## src/rtl/vga_board_capture.sv

```systemverilog
// rtl/vga_board_capture.sv - passive VGA monitor that rebuilds the displayed 8x8 Life board
//
// Purpose: watches the generator's hsync/vsync/RGB, samples each cell's centre
// pixel once per frame and publishes the 64-bit board at every vsync assertion.
//
// Ports:
//   clk          pixel clock (same clock as the generator)
//   reset        asynchronous, active-high
//   hsync, vsync active-low sync inputs
//   r, g, b      2-bit colour channels
//   board        last accepted board, bit row*8+col, 1 = alive
//   board_valid  one-cycle pulse when board updates
//   frame_error  one-cycle pulse when a frame is rejected
//   changed      last accepted board differed from the previous one
//   gen_count    number of accepted boards with changed=1 (wraps)
//   locked       set two cycles after the first vsync deassert after reset
module vga_board_capture #(
  parameter int H_BACK    = 48,
  parameter int V_BACK    = 33,
  parameter int CELL_SIZE = 24,
  parameter int H_ORIGIN  = 224,
  parameter int V_ORIGIN  = 144
) (
  input  logic        clk,
  input  logic        reset,
  input  logic        hsync,
  input  logic        vsync,
  input  logic [1:0]  r,
  input  logic [1:0]  g,
  input  logic [1:0]  b,
  output logic [63:0] board,
  output logic        board_valid,
  output logic        frame_error,
  output logic        changed,
  output logic [15:0] gen_count,
  output logic        locked
);

  // counter values that land on the centre pixel of row/col 0
  localparam int X0 = H_BACK + H_ORIGIN + CELL_SIZE / 2;
  localparam int Y0 = V_BACK + V_ORIGIN + CELL_SIZE / 2;

  localparam logic [5:0] RGB_ALIVE = 6'b00_00_00;
  localparam logic [5:0] RGB_DEAD  = 6'b10_10_10;

  logic       hs_q, vs_q, hs_qq, vs_qq;
  logic [5:0] rgb_q;
  logic       hs_rise, vs_rise, vs_fall;

  logic [9:0] x_cnt_q, y_cnt_q;
  logic [9:0] x_cnt, y_cnt;

  logic       col_hit, row_hit, sample;
  logic [2:0] col_idx, row_idx;
  logic [5:0] bit_idx;
  logic       pix_alive, pix_bad;

  logic [63:0] shadow;
  logic [6:0]  samp_cnt;
  logic        err_flag;
  logic        eof_q;
  logic        lock_pend;
  logic        board_diff;

  // Sync registers idle at 1 (deasserted) so leaving reset never looks like
  // a vsync deassert and cannot lock onto a partial frame.
  always_ff @(posedge clk or posedge reset) begin
    if (reset) begin
      hs_q  <= 1'b1;
      vs_q  <= 1'b1;
      hs_qq <= 1'b1;
      vs_qq <= 1'b1;
      rgb_q <= '0;
    end else begin
      hs_q  <= hsync;
      vs_q  <= vsync;
      hs_qq <= hs_q;
      vs_qq <= vs_q;
      rgb_q <= {r, g, b};
    end
  end

  assign hs_rise = hs_q & ~hs_qq;
  assign vs_rise = vs_q & ~vs_qq;
  assign vs_fall = ~vs_q & vs_qq;

  // x_cnt/y_cnt are the counts that describe the current rgb_q; the registers
  // only remember the previous cycle's value. x_cnt reads 0 in the very cycle
  // hs_q rises, which keeps the sample aligned with rgb_q (no skew).
  always_comb begin
    x_cnt = x_cnt_q;
    if (hs_rise)
      x_cnt = '0;
    else if (x_cnt_q != 10'h3FF)
      x_cnt = x_cnt_q + 10'd1;
  end

  always_comb begin
    y_cnt = y_cnt_q;
    if (vs_rise)
      y_cnt = '0;
    else if (hs_rise && (y_cnt_q != 10'h3FF))
      y_cnt = y_cnt_q + 10'd1;
  end

  always_ff @(posedge clk or posedge reset) begin
    if (reset) begin
      x_cnt_q <= '0;
      y_cnt_q <= '0;
    end else begin
      x_cnt_q <= x_cnt;
      y_cnt_q <= y_cnt;
    end
  end

  // centre-pixel match against the eight column / row positions
  always_comb begin
    col_hit = 1'b0;
    col_idx = '0;
    row_hit = 1'b0;
    row_idx = '0;
    for (int i = 0; i < 8; i++) begin
      if (x_cnt == 10'(X0 + i * CELL_SIZE)) begin
        col_hit = 1'b1;
        col_idx = 3'(i);
      end
      if (y_cnt == 10'(Y0 + i * CELL_SIZE)) begin
        row_hit = 1'b1;
        row_idx = 3'(i);
      end
    end
  end

  assign sample    = locked & col_hit & row_hit;
  assign bit_idx   = {row_idx, col_idx};
  assign pix_alive = (rgb_q == RGB_ALIVE);
  assign pix_bad   = (rgb_q != RGB_ALIVE) && (rgb_q != RGB_DEAD);
  assign board_diff = (shadow != board);

  // Frame-end and lock events are staged one cycle so outputs move two edges
  // after the vsync edge is first seen on the input.
  always_ff @(posedge clk or posedge reset) begin
    if (reset) begin
      eof_q     <= 1'b0;
      lock_pend <= 1'b0;
      locked    <= 1'b0;
    end else begin
      eof_q     <= vs_fall & locked;
      lock_pend <= vs_rise;
      if (lock_pend)
        locked <= 1'b1;
    end
  end

  // shadow board and per-frame sample bookkeeping
  always_ff @(posedge clk or posedge reset) begin
    if (reset) begin
      shadow   <= '0;
      samp_cnt <= '0;
      err_flag <= 1'b0;
    end else if (eof_q) begin
      samp_cnt <= '0;
      err_flag <= 1'b0;
    end else if (sample) begin
      shadow[bit_idx] <= pix_alive;
      if (samp_cnt == 7'd64)
        err_flag <= 1'b1;
      else
        samp_cnt <= samp_cnt + 7'd1;
      if (pix_bad)
        err_flag <= 1'b1;
    end
  end

  // accept / reject at end of frame
  always_ff @(posedge clk or posedge reset) begin
    if (reset) begin
      board       <= '0;
      changed     <= 1'b0;
      gen_count   <= '0;
      board_valid <= 1'b0;
      frame_error <= 1'b0;
    end else begin
      board_valid <= 1'b0;
      frame_error <= 1'b0;
      if (eof_q) begin
        if ((samp_cnt == 7'd64) && !err_flag) begin
          board       <= shadow;
          changed     <= board_diff;
          gen_count   <= gen_count + {15'd0, board_diff};
          board_valid <= 1'b1;
        end else begin
          frame_error <= 1'b1;
        end
      end
    end
  end

endmodule

```

## config.mk

```make
export PLATFORM = sky130hd
export DESIGN_NAME = vga_board_capture
export DESIGN_NICKNAME = d
export VERILOG_FILES = /design/src/rtl/vga_board_capture.sv
export SDC_FILE = /design/constraint.sdc
export NUM_CORES = 1
export LEC_CHECK = 0
export BUFFER_PORTS_ARGS = -buffer_cell sky130_fd_sc_hd__buf_2
export CAP_MARGIN = 10
export CORE_ASPECT_RATIO = 0.75
export CORE_UTILIZATION = 36
export CTS_BUF_LIST = sky130_fd_sc_hd__clkbuf_8
export CTS_CLUSTER_SIZE = 12
export DETAILED_ROUTE_END_ITERATION = 10
export PLACE_DENSITY_LB_ADDON = 0.15
export SLEW_MARGIN = 0
export SYNTH_ARGS = -nofsm -noshare
export SYNTH_HDL_FRONTEND = slang
export SYNTH_SLANG_ARGS = --single-unit
```

## constraint.sdc

```tcl
create_clock -name clk -period 8.1 [get_ports clk]
set_input_delay 0.405 -clock clk [delete_from_list [all_inputs] [get_ports clk]]
set_output_delay 0.405 -clock clk [all_outputs]
set_load 0.01 [all_outputs]
```

; ---- Word level (Yosys, flattened, before mapping)
; Index checks and enable logic that the tools add are counted.
[classes]
order_cmp = 2
addsub = 4
eq_ne = 22
n_mux = 48
reduce_logical = 13
bitwise = 10
[ops]
columns = operator, n
row1 = 10-bit by 9-bit equality test with 1-bit output (second input constant), 13
row2 = 64-bit bitwise mux, 1
row3 = 64-bit inequality test, 1
row4 = 10-bit 2-to-1 mux, 4
row5 = 3-bit 2-to-1 mux, 12
row6 = 10-bit by 8-bit equality test with 1-bit output (second input constant), 3
row7 = 1-bit 2-to-1 mux, 27
row8 = 7-bit 2-to-1 mux, 3
row9 = 10-bit by 1-bit adder with 10-bit output (second input constant), 2
row10 = 10-bit inequality test (second input constant), 2
row11 = 16-bit by 1-bit adder with 16-bit output, 1
row12 = 2-bit AND reduction, 4
row13 = 7-bit by 1-bit adder with 7-bit output (second input constant), 1
row14 = 7-bit equality test (second input constant), 1
row15 = 6-bit by 7-bit less-than comparator with 1-bit output (second input constant), 1
row16 = 1-bit AND, 6
row17 = 1-bit demux with 6-bit select, 1
row18 = 6-bit by 1-bit >= comparator with 1-bit output (second input constant), 1
row19 = 6-bit zero test, 1
row20 = 6-bit inequality test (second input constant), 1
row21 = 6-bit nonzero test, 1
row22 = 1-bit logical AND, 4
row23 = 1-bit NOT, 4
row24 = 3-bit nonzero test, 1
row25 = 3 further kinds, 3
[totals]
register_bits = 188
output_inout_bits = 84

; ---- Longest topological paths before layout
; Gate-level depths: netlist (run 1).
[logic_depth]
word_depth = 18
ltp_mapped = 13
mapped_depth_nobuf = 11

; ---- Least setup slack after synthesis (run 1)
; Ideal clock, no wire load.
[synth_timing]
path_type = register to register
startpoint = register x_cnt_q[0]
endpoint = register samp_cnt[4]
synth_period_minus_slack_ps = 3017
arrival_time_ps = 2889
setup_ps = 127
slack_ps = 5083
path_stages_with_launch = 11
cell_sequence = dfrtp_1 > ha_1 > and3_1 > buf_4 > nand4_1 > a2111oi_2 > o21ai_1 > o32a_2 > a211oi_4 > nand4_1 > mux2_1
[synth_via]
elab_chain_len = 16
elab_cells_between_ends = 24
classes_between = add/sub: 1 / eq/ne: 9 / mux: 10 / bitwise: 2 / reduce/logical: 2
[synth_rtl]
columns = item, line
row1 = "start, declared", 50  ; logic [9:0] x_cnt_q, y_cnt_q;
row2 = "start signal, assigned", 111  ; x_cnt_q <= x_cnt;
row3 = 10-bit by 1-bit adder with 10-bit output / 10-bit inequality test (equally long branches), "95, 94"
row4 = 10-bit 2-to-1 mux (*), 94  ; else if (x_cnt_q != 10'h3FF)
row5 = 10-bit 2-to-1 mux (*), 92  ; if (hs_rise)
row6 = 10-bit by 9-bit equality test with 1-bit output, 123  ; if (x_cnt == 10'(X0 + i * CELL_SIZE)) begin
row7 = 1-bit 2-to-1 mux (7 in series), 123
row8 = 1-bit 2-to-1 mux (*), 123
row9 = 1-bit AND (*) (2 in series), 134  ; assign sample = locked & col_hit & row_hit;
row10 = 2-bit nonzero test (no line) (*), --
row11 = 2-bit AND reduction (no line) (*), --
row12 = "end signal, assigned", 169  ; samp_cnt <= samp_cnt + 7'd1;
row13 = "end, declared", 59  ; logic [6:0] samp_cnt;
; Every way passes the cells marked *; elsewhere a longest branch is shown, timed or not.
; A chain may end at the register's enable or synchronous reset.

; ---- Worst setup path after layout (run 1)
[layout_timing]
startpoint = register x_cnt_q[0]
endpoint = register shadow[12]
[layout_via]
elab_chain_len = 16
elab_cells_between_ends = 36
classes_between = add/sub: 1 / order compare: 2 / eq/ne: 9 / mux: 20 / bitwise: 2 / reduce/logical: 2
[layout_rtl]
columns = item, line
row1 = 10-bit by 1-bit adder with 10-bit output / 10-bit inequality test (equally long branches), "95, 94"
row2 = 10-bit 2-to-1 mux (*), 94
row3 = 10-bit 2-to-1 mux (*), 92
row4 = 10-bit by 9-bit equality test with 1-bit output, 123
row5 = 1-bit 2-to-1 mux, 123
row6 = 3-bit 2-to-1 mux (6 in series), 123
row7 = 6-bit by 7-bit less-than comparator with 1-bit output (implied by the code) / 6-bit by 1-bit >= comparator with 1-bit output (equally long branches), 165  ; shadow[bit_idx] <= pix_alive;
row8 = 1-bit logical AND (implied by the code), 165
row9 = 1-bit 2-to-1 mux (implied by the code), 165
row10 = 1-bit demux with 6-bit select, 165
row11 = 64-bit bitwise mux, 165
row12 = "end signal, assigned by index", 165
row13 = "end, declared", 58  ; logic [63:0] shadow;
; Marks and branches as above.

==> results of run 1 <==
registers in the layout (all words and copies together) (netlist names):
name / cells
locked: 1
vs_qq: 1
lock_pend: 1
hs_qq: 1
vs_q: 1
x_cnt_q: 10
samp_cnt: 7
board: 64
changed: 1
eof_q: 1
y_cnt_q: 10
gen_count: 16
err_flag: 1
shadow: 64
hs_q: 1
rgb_q: 6
frame_error: 1
board_valid: 1
cells in the mapped netlist, types with 7 or more instances:
cell type / number
a21oi_1: 12
a31oi_1: 7
and3_1: 8
clkbuf_1: 17
dfrtp_1: 184
inv_1: 9
mux2_2: 130
nand2_1: 26
nand3_1: 30
nand4_1: 33
nor2_1: 90
nor2b_1: 7
nor3_1: 13
nor4_1: 11
xnor2_1: 79
xor2_1: 9
power by group:
| group | switching, µW | internal, µW | total, µW | leakage (µW) |
|---|---|---|---|---|
| logic | 53.1 | 25.8 | 78.9 | 0.00202 |
| clock network | 343 | 413 | 756 | 0.000248 |
| registers | 20.4 | 952 | 972 | 0.00258 |
| total | 416 | 1390 | 1810 | 0.00486 |
layout make-up:
type	count	area, µm²
clock buffer	19	262
clock inverter	13	223
fill	2389	14000
inverter	10	45.0
multi-input combinational	549	4210
sequential	188	4710
tap	331	414
timing repair buffer	103	558
path summary, 6_finish.rpt:
path | slack, ns | to | cells past startpoint | startpoint
worst max register to register | 4.24 | shadow[12]$_DFFE_PP0P_ | 9 | x_cnt_q[0]$_DFF_PP0_
min in group asynchronous | 0.08 | board[54]$_DFFE_PP0P_ | 2 | reset
worst max-delay path | 4.24 | shadow[12]$_DFFE_PP0P_ | 9 | x_cnt_q[0]$_DFF_PP0_
max in group asynchronous | 6.63 | board[28]$_DFFE_PP0P_ | 3 | reset
worst min-delay path | 0.04 | rgb_q[1]$_DFF_PP0_ | 1 | b[1]
worst min register to register | 0.36 | vs_qq$_DFF_PP1_ | 0 | vs_q$_DFF_PP1_
worst max-delay path, delay by kind of cell, from the launching register on:
kind	cells	cell delay [ns]
adder cells (fa/ha/maj)	1	0.33
AND/OR/NAND/NOR	5	1.79
flip-flops	1	0.50
AO/OA/AOI/OAI	2	0.76
multiplexers	1	0.35
metal layers:
| metal | wire length, µm | GRT usage, % |
|---|---|---|
| met5 | 0 | 0 |
| met3 | 1090 | 4.48 |
| met1 | 11800 | 28.6 |
| met4 | 224 | 4.44 |
| met2 | 8700 | 23.8 |
layout by cell type (no fill, tap or decap), types with 3 or more instances in the layout:
cell,netlist,routed
dfstp_2,4,4
a31oi_1,7,7
buf_2,6,93
mux2i_1,4,4
nor3_1,13,13
and3_1,8,8
a21oi_1,12,12
nand3_1,30,30
o211ai_1,5,5
bufinv_16,0,6
nand4_1,33,33
nand2b_1,6,6
inv_1,9,10
nor2b_1,7,7
dlygate4sd3_1,0,7
nand2_1,26,26
clkbuf_8,1,19
o21ai_0,3,3
xnor2_1,79,79
and2_1,6,5
a211oi_1,3,3
mux2_2,130,130
xor2_1,9,9
mux2_1,3,3
buf_4,2,3
ha_1,6,6
nor3b_1,4,3
and4_1,6,6
nor4_1,11,11
nor2_1,90,90
dfrtp_1,184,184
through the flow:
| step | setup slack (ns) | cell area, µm² |
|---|---|---|
| after floorplan | 2.59 | 9100 |
| after detailed placement | 4.28 | 9860 |
| after global routing | 3.96 | 10400 |
| final | 4.24 | 10400 |
| after CTS | 4.24 | 10400 |
| after global placement | 4.28 | 9860 |
kinds of logic (layout without fill, tap and decap cells):
| logic type | count (synthesis) | count (layout) | synth area share, % |
|---|---|---|---|
| AO/OA/AOI/OAI | 57 | 57 | 4.90 |
| XOR/XNOR | 88 | 88 | 8.47 |
| adder cells (fa/ha/maj) | 6 | 6 | 0.825 |
| buffers and inverters | 39 | 145 | 2.05 |
| flip-flops | 188 | 188 | 51.8 |
| multiplexers | 138 | 138 | 17.1 |
| AND/OR/NAND/NOR | 260 | 260 | 14.9 |
==> flow_summary.yaml, run 1 <==
status:
  outcome: "complete, no violations"
worst_setup_path:
  endpoint_kind: "register"
  arrival_ns: 4.21
  slowest_delay_ns: 0.52
  cp_cell_sequence: "ha_1 > and3_1 > nand4_1 > a2111oi_2 > o211ai_1 > nor4b_1 > nand3_1 > nor2_1 > mux2_2"
  worstPathRequired_ns: 8.46
  worstSetupPathType: "reg2reg"
  crit_path_top_delay_cell: "nand3_1"
  setup.worst_path.start_class: "register"
  cp_max_fo: 8
placement:
  dp_hpwl_mm: 14.9
  gp_congestion: 0.807
  io_buffer_count: 93
  dpl.cell_count: 1174
sta:
  clock_skew_ns: 0.0159
  hold_viol_final: 0
  max_freq_mhz: 259
  rsz0062_at_grt: "no"
  relSlewSlack_pct: 23.7
  min_period_ns: 3.86
  timing.hold.ws_ns: 0.0440
  period_share_pct: 47.6
  setup_viol: 0
  tns_ns: 0
  worstMarginPinSlew_ns: 1.14
  finalMaxSlewViolations: 0
logic_synthesis:
  yosysTopAreaCell: "dfrtp_1"
  synth_area_per_cell_um2: 11.7
  postSynth.asyncResetShare_pct: 100
  synth_warnings: 0
  synth_ff_type: "dfrtp_1"
  postSynthCellCount: 776
  ys_types: 73
  synth_edf_count: 0
  synth_nets: 792
  synth_top_cell_area_share_pct: 50.6
  yosysSeqAreaShare_pct: 51.8
  synthTopCellsByArea: "dfrtp_1 (51%), mux2_2 (16%), xnor2_1 (7.6%)"
  synth_area_um2: 9100
  ys_seq_elements: 188
clock_network:
  clock_path_buffers: 2
  cts-root-buf: "clkbuf_8"
  tritoncts: "yes"
  cts_resized: 0
  cts_setup_buffers: 0
  cts_inserted_buffers: 17
  htreeDepth: 4
  clk_latency_ns: 0.48
  hold_buffers: 7
  clock_sinks: 188
  clkTransAtPathRegs_ns: 0.09
floorplan:
  start_util_pct: 37.3
  fp.dieW_um: 186
  dieArea_um2: 25900
  die_h_um: 140
  coreArea_um2: 24400
  pin_count: 94
  fp-row-count: 49
detailed_routing:
  ant_nets: 0
  via_per_inst: 5.13
  drt_pass1_iterations: 4
  vias: 6218
  wl_mm: 21.8
  wire_per_inst_um: 18.0
  drt_iter0_drc: 396
  drc: 0
power_and_ir_drop:
  p_leak_uw: 0.00486
  peakVddDrop_v: 0.0000989
  p_total_uw: 1810
  p_per_area_nw_per_um2: 173
grt:
  grt_util_all_layers_pct: 18.0
  grt_pass1_wl_mm: 35.4
  grt_max_degree: 129
  grt_overflow: 0
  grt_pass1_vias: 6143
  antenna_found_initial: 0
layout:
  layout.nets: 885
  stdcell_count: 1213
  layout-drive-gt1-share_pct: 31.9
  n_antenna_cell: 0
  area_growth_syn_to_layout_pct: 14.5
  utilization_pct: 42.7
min_path:
  hold_path_class: "in2reg"
flow_run:
  max_cap_viol_count: 0
Power figures use the tool's default switching activity.
==> run 2: changes to the inputs <==
==> constraint.sdc (replaced) <==
create_clock -name clk -period 3.6 [get_ports clk]
set_input_delay 0.18 -clock clk [delete_from_list [all_inputs] [get_ports clk]]
set_output_delay 0.18 -clock clk [all_outputs]
set_load 0.01 [all_outputs]
==> run 2 against run 1 <==
  * Cell area is 2.7% higher
  * Clock skew is 0.0035 ns higher
  * Combinational power is 140% higher
  * Wire length is 1.5% higher
  * Count of clock-buffer cells in the layout stayed put
  * Hold slack better by 0.30 ns
  * Sequential cell count stayed put
  * Register-to-register slack worse by 4.1 ns
  * Global-route usage is 0.25 points lower
==> flow_summary.yaml, run 2 (synthesized netlist as in run 1, its figures left out) <==
floorplan:
  die_h_um: 140
  fp.dieW_um: 186
  dieArea_um2: 25900
  pin_count: 94
  start_util_pct: 37.3
  coreArea_um2: 24400
  fp-row-count: 49
power_and_ir_drop:
  p_leak_uw: 0.00499
  peakVddDrop_v: 0.000200
  p_per_area_nw_per_um2: 360
  p_total_uw: 3850
sta:
  hold_viol_final: 0
  relSlewSlack_pct: 24.5
  finalMaxSlewViolations: 0
  max_freq_mhz: 290
  min_period_ns: 3.45
  worstMarginPinSlew_ns: 1.13
  setup_slack_ns: 0.146
  setup_viol: 0
  clock_skew_ns: 0.0193
  period_share_pct: 95.9
clock_network:
  clkTransAtPathRegs_ns: 0.09
  cts-root-buf: "clkbuf_8"
  htreeDepth: 4
  clock_path_buffers: 2
  clk_latency_ns: 0.48
  cts_inserted_buffers: 17
  clock_sinks: 188
  tritoncts: "yes"
detailed_routing:
  ant_nets: 0
  wl_mm: 22.1
  drt_pass1_iterations: 4
  drc: 0
  drt_iter0_drc: 395
  wire_per_inst_um: 17.8
  via_per_inst: 5.12
  vias: 6376
placement:
  io_buffer_count: 93
  dp_worst_setup_slack_ns: 0.0137
  dp_hpwl_mm: 15.2
  gp_congestion: 0.813
grt:
  grt_pass1_vias: 6032
  grt_max_degree: 74
  grt_overflow: 0
  grt_util_all_layers_pct: 17.7
  antenna_found_initial: 0
  grt_pass1_wl_mm: 35.0
layout:
  top_regs: "board: 64 flops, shadow: 64 flops, gen_count: 16 flops"
  layout.nets: 918
  most-common-layout-cells: "dfrtp_1 (184), mux2_2 (130), buf_2 (93)"
  multiInputGateArea_um2: 4280
  n_antenna_cell: 0
  area_growth_syn_to_layout_pct: 17.6
  layout-drive-gt1-share_pct: 35.0
  layout_commonest_cell: "dfrtp_1"
  seqCellArea_um2: 4710
  fill_cells: 2391
  utilization_pct: 43.9
worst_setup_path:
  cp-startpoint: "y_cnt_q[0]$_DFF_PP0_"
  endpoint_kind: "register"
  worstSetupPathType: "reg2reg"
  r2r_start: "y_cnt_q[0]$_DFF_PP0_"
  worstPathRequired_ns: 3.95
  cp_max_fo: 6
  arrival_ns: 3.81
  setup.worst_path.start_class: "register"
status:
  outcome: "complete, no violations"
min_path:
  hold_path_class: "in2reg"
  hold_start: "hsync"
flow_run:
  max_cap_viol_count: 0
## run 2: cell count changes in the layout (fill, tap and decap cells not counted), sizes merged
cell | before | now
clkinv | 5 | 4
o211ai | 6 | 7
bufinv | 6 | 3
dlygate4sd3 | 7 | 9
clkinvlp | 1 | 4
inv | 11 | 12
buf | 96 | 126
## run 2: path summary, 6_finish.rpt
kind	endpoint	cells after the start	slack, ns
worst max-delay path	shadow[3]$_DFFE_PP0P_	11	0.15
worst min-delay path	hs_q$_DFF_PP1_	2	0.34
min in group asynchronous	board[12]$_DFFE_PP0P_	3	0.36
max in group asynchronous	hs_qq$_DFF_PP1_	4	2.34
worst min register to register	vs_qq$_DFF_PP1_	0	0.39
worst max register to register	shadow[3]$_DFFE_PP0P_	11	0.15
## run 2: layout make-up
cell class / instances / share of cell area (%)
Timing Repair Buffer: 135 / 7.86
Sequential cell: 188 / 44.0
Multi-Input combinational cell: 550 / 40.0
Tap cell: 331 / 3.87
Inverter: 10 / 0.386
Clock buffer: 19 / 2.44
Clock inverter: 13 / 1.41
## run 2: critical path, stage by stage (launching register included)
cell and delay [ns]:
dfrtp_1 0.45, ha_1 0.27, and4b_2 0.31, o211ai_1 0.18, mux2i_2 0.40, xor2_2 0.19
nand4_1 0.23, o211ai_4 0.32, nand3_1 0.24, buf_4 0.23, nor2_1 0.16, mux2_2 0.35
## run 2: per-layer routing
layer / vias up / track usage (%) / wire [µm]
met5: - / 0 / 0
met4: 0 / 4.57 / 235
met3: 13 / 4.34 / 978
met2: 147 / 23.9 / 8910
met1: 3194 / 27.8 / 12000
li1: 3022 / - / -
## run 2: what timing repair did
action | in CTS | in global routing
pin swaps | 0 | 5
gates resized for setup | 1 | 11
hold endpoints to repair | 36 | 0
setup buffers | 0 | 7
gates cloned | 0 | 1
endpoints found under the setup margin | 1 | 62
hold buffers | 9 | 0
## run 2: where the power goes
part | total (µW) | switching (µW) | internal [µW]
registers | 2190 | 44.2 | 2140
clock network | 1480 | 761 | 717
logic | 192 | 125 | 66.8
total | 3850 | 930 | 2920
## run 2: per-stage QoR
stage	TNS, ns	hold slack, ns	cells	instance area [µm²]
floorplan	0	0.184	776	9100
global placement	0	0.288	1197	10100
detailed placement	0	0.289	1197	10100
CTS	0	0.313	1238	10600
global route	-0.0476	0.302	1246	10700
finish	0	0.343	1246	10700
==> run 3: changes to the inputs <==
--- a/config.mk
+++ b/config.mk
@@ -12,6 +12,7 @@
 export CTS_BUF_LIST = sky130_fd_sc_hd__clkbuf_8
 export CTS_CLUSTER_SIZE = 12
 export DETAILED_ROUTE_END_ITERATION = 10
+export MAX_ROUTING_LAYER = met4
 export PLACE_DENSITY_LB_ADDON = 0.15
 export SLEW_MARGIN = 0
 export SYNTH_ARGS = -nofsm -noshare
==> run 3 against run 2 <==
  * Die area unchanged
  * Sequential share of layout area increased by 0.35 points
  * Register-to-register slack improved by 0.04 ns
  * Total power decreased by 1.5%
  * Clock power decreased by 4%
  * Maximum frequency increased by 1.2%
  * Critical path depth increased by 1
  * Non-clock buffer count decreased by 4
  * Sequential power about the same
  * Core utilization decreased by 0.34 points
==> flow_summary.yaml, run 3 (synthesized netlist as in run 1, its figures left out) <==
status:
  outcome: "complete, no violations"
floorplan:
  fp.dieW_um: 186
  fp-row-count: 49
  die_h_um: 140
  pin_count: 94
  coreArea_um2: 24400
  dieArea_um2: 25900
  start_util_pct: 37.3
worst_setup_path:
  worstPathRequired_ns: 3.95
  endpoint_kind: "register"
  worstSetupPathType: "reg2reg"
  arrival_ns: 3.76
  reg2reg_depth: 12
  cp_max_fo: 8
  setup.worst_path.start_class: "register"
  r2r_start: "y_cnt_q[0]$_DFF_PP0_"
  r2r-end: "shadow[30]$_DFFE_PP0P_"
  r2r_setup_slack_ns: 0.19
detailed_routing:
  wl_met1_mm: 11.8
  wire_per_inst_um: 17.7
  ant_nets: 0
  wl_mm: 21.9
  drt_iter0_drc: 368
  top_layer: "met4"
  via_per_inst: 5.11
  vias: 6342
  met3WireLength_mm: 1.09
  drt_pass1_iterations: 4
  drc: 0
  met2_length_mm: 8.92
layout:
  layout.nets: 914
  n_antenna_cell: 0
  layout-drive-gt1-share_pct: 34.6
  postLayoutCellArea_um2: 10600
  most-common-layout-cells: "dfrtp_1 (183), mux2_2 (130), buf_2 (93)"
  stdcell_count: 1242
  area_growth_syn_to_layout_pct: 16.7
  fill_cells: 2402
  layout_commonest_cell: "dfrtp_1"
  top_regs: "board: 64 flops, shadow: 64 flops, gen_count: 16 flops"
clock_network:
  tritoncts: "yes"
  htreeDepth: 4
  clock_sinks: 188
  cts-root-buf: "clkbuf_8"
  cts_inserted_buffers: 17
  clk_latency_ns: 0.47
  clkTransAtPathRegs_ns: 0.10
  clock_path_buffers: 2
grt:
  grt_pass1_wl_mm: 35.5
  grt_util_all_layers_pct: 18.6
  grt_overflow: 0
  grt_pass1_vias: 6089
  antenna_found_initial: 0
  grt_max_degree: 86
min_path:
  holdPathEnd: "hs_q$_DFF_PP1_"
  hold_start: "hsync"
  hold_path_class: "in2reg"
  min_path_cells: 2
sta:
  rsz0062_at_grt: "yes"
  finalMaxSlewViolations: 0
  hold_viol_final: 0
  min_period_ns: 3.41
  tns_ns: 0
  relSlewSlack_pct: 24.9
  period_share_pct: 94.8
  max_freq_mhz: 293
  clock_skew_ns: 0.0173
  setup_viol: 0
  worstMarginPinSlew_ns: 1.13
flow_run:
  max_cap_viol_count: 0
placement:
  gp_congestion: 0.824
  io_buffer_count: 93
  dpl_cell_area_um2: 10100
  dp_hpwl_mm: 15.3
  dpl.cell_count: 1197
power_and_ir_drop:
  p_leak_uw: 0.00493
  p_per_area_nw_per_um2: 358
  peakVddDrop_v: 0.000208
-- run 3: cell type report --
cell class / count / area, µm² / share of cell area, %
sequential: 188 / 4710 / 44.4
multi-input combinational: 550 / 4250 / 40.0
timing repair buffer: 131 / 811 / 7.64
tap: 331 / 414 / 3.90
clock buffer: 18 / 248 / 2.33
clock inverter: 14 / 143 / 1.34
inverter: 10 / 41.3 / 0.389
-- run 3: repair_timing --
action,in CTS,in global routing
hold buffers,9,0
endpoints found under the hold margin,44,0
endpoints found under the setup margin,0,60
buffers inserted,0,3
gates resized for setup,0,7
-- run 3: critical path, stage by stage, from the launching register on --
cell      delay, ns
dfrtp_1        0.45
ha_1           0.26
and4b_2        0.31
o211ai_1       0.18
mux2i_2        0.34
xor2_1         0.23
nand4_1        0.25
buf_4          0.22
o211ai_2       0.25
nand3_1        0.11
buf_4          0.22
nor2_1         0.13
mux2_2         0.35
-- run 3: where the power goes --
part	leakage [µW]	total (µW)	switching [µW]	internal [µW]
Combinational	0.00216	207	134	73.0
Clock	0.000195	1420	781	635
Sequential	0.00258	2180	35.1	2140
-- run 3: how the worst max path moves through the flow --
stage	start	to
after floorplan	x_cnt_q[0]$_DFF_PP0_	samp_cnt[4]$_DFFE_PP0P_
after global placement	y_cnt_q[0]$_DFF_PP0_	shadow[3]$_DFFE_PP0P_
after detailed placement	y_cnt_q[0]$_DFF_PP0_	shadow[3]$_DFFE_PP0P_
after CTS	y_cnt_q[0]$_DFF_PP0_	shadow[3]$_DFFE_PP0P_
after global routing	x_cnt_q[0]$_DFF_PP0_	shadow[41]$_DFFE_PP0P_
final	y_cnt_q[0]$_DFF_PP0_	shadow[30]$_DFFE_PP0P_
-- run 3: routing by layer --
metal,global-route usage (%),vias to the layer above
met4,4.14,0
met2,24.2,136
met3,4.08,12
li1,-,3027
met5,-,-
met1,28.8,3167
-- run 3: through the flow --
step / setup WS [ns] / utilization [%] / hold slack [ns] / power, µW
after CTS: 0.143 / 43.2 / 0.308 / 3860
after global placement: 0.243 / 41.3 / 0.288 / 2420
final: 0.186 / 43.5 / 0.349 / 3800
after detailed placement: 0.172 / 41.3 / 0.289 / 2420
after global routing: -0.112 / 43.5 / 0.302 / 3980
after floorplan: 0.583 / - / 0.184 / 2350
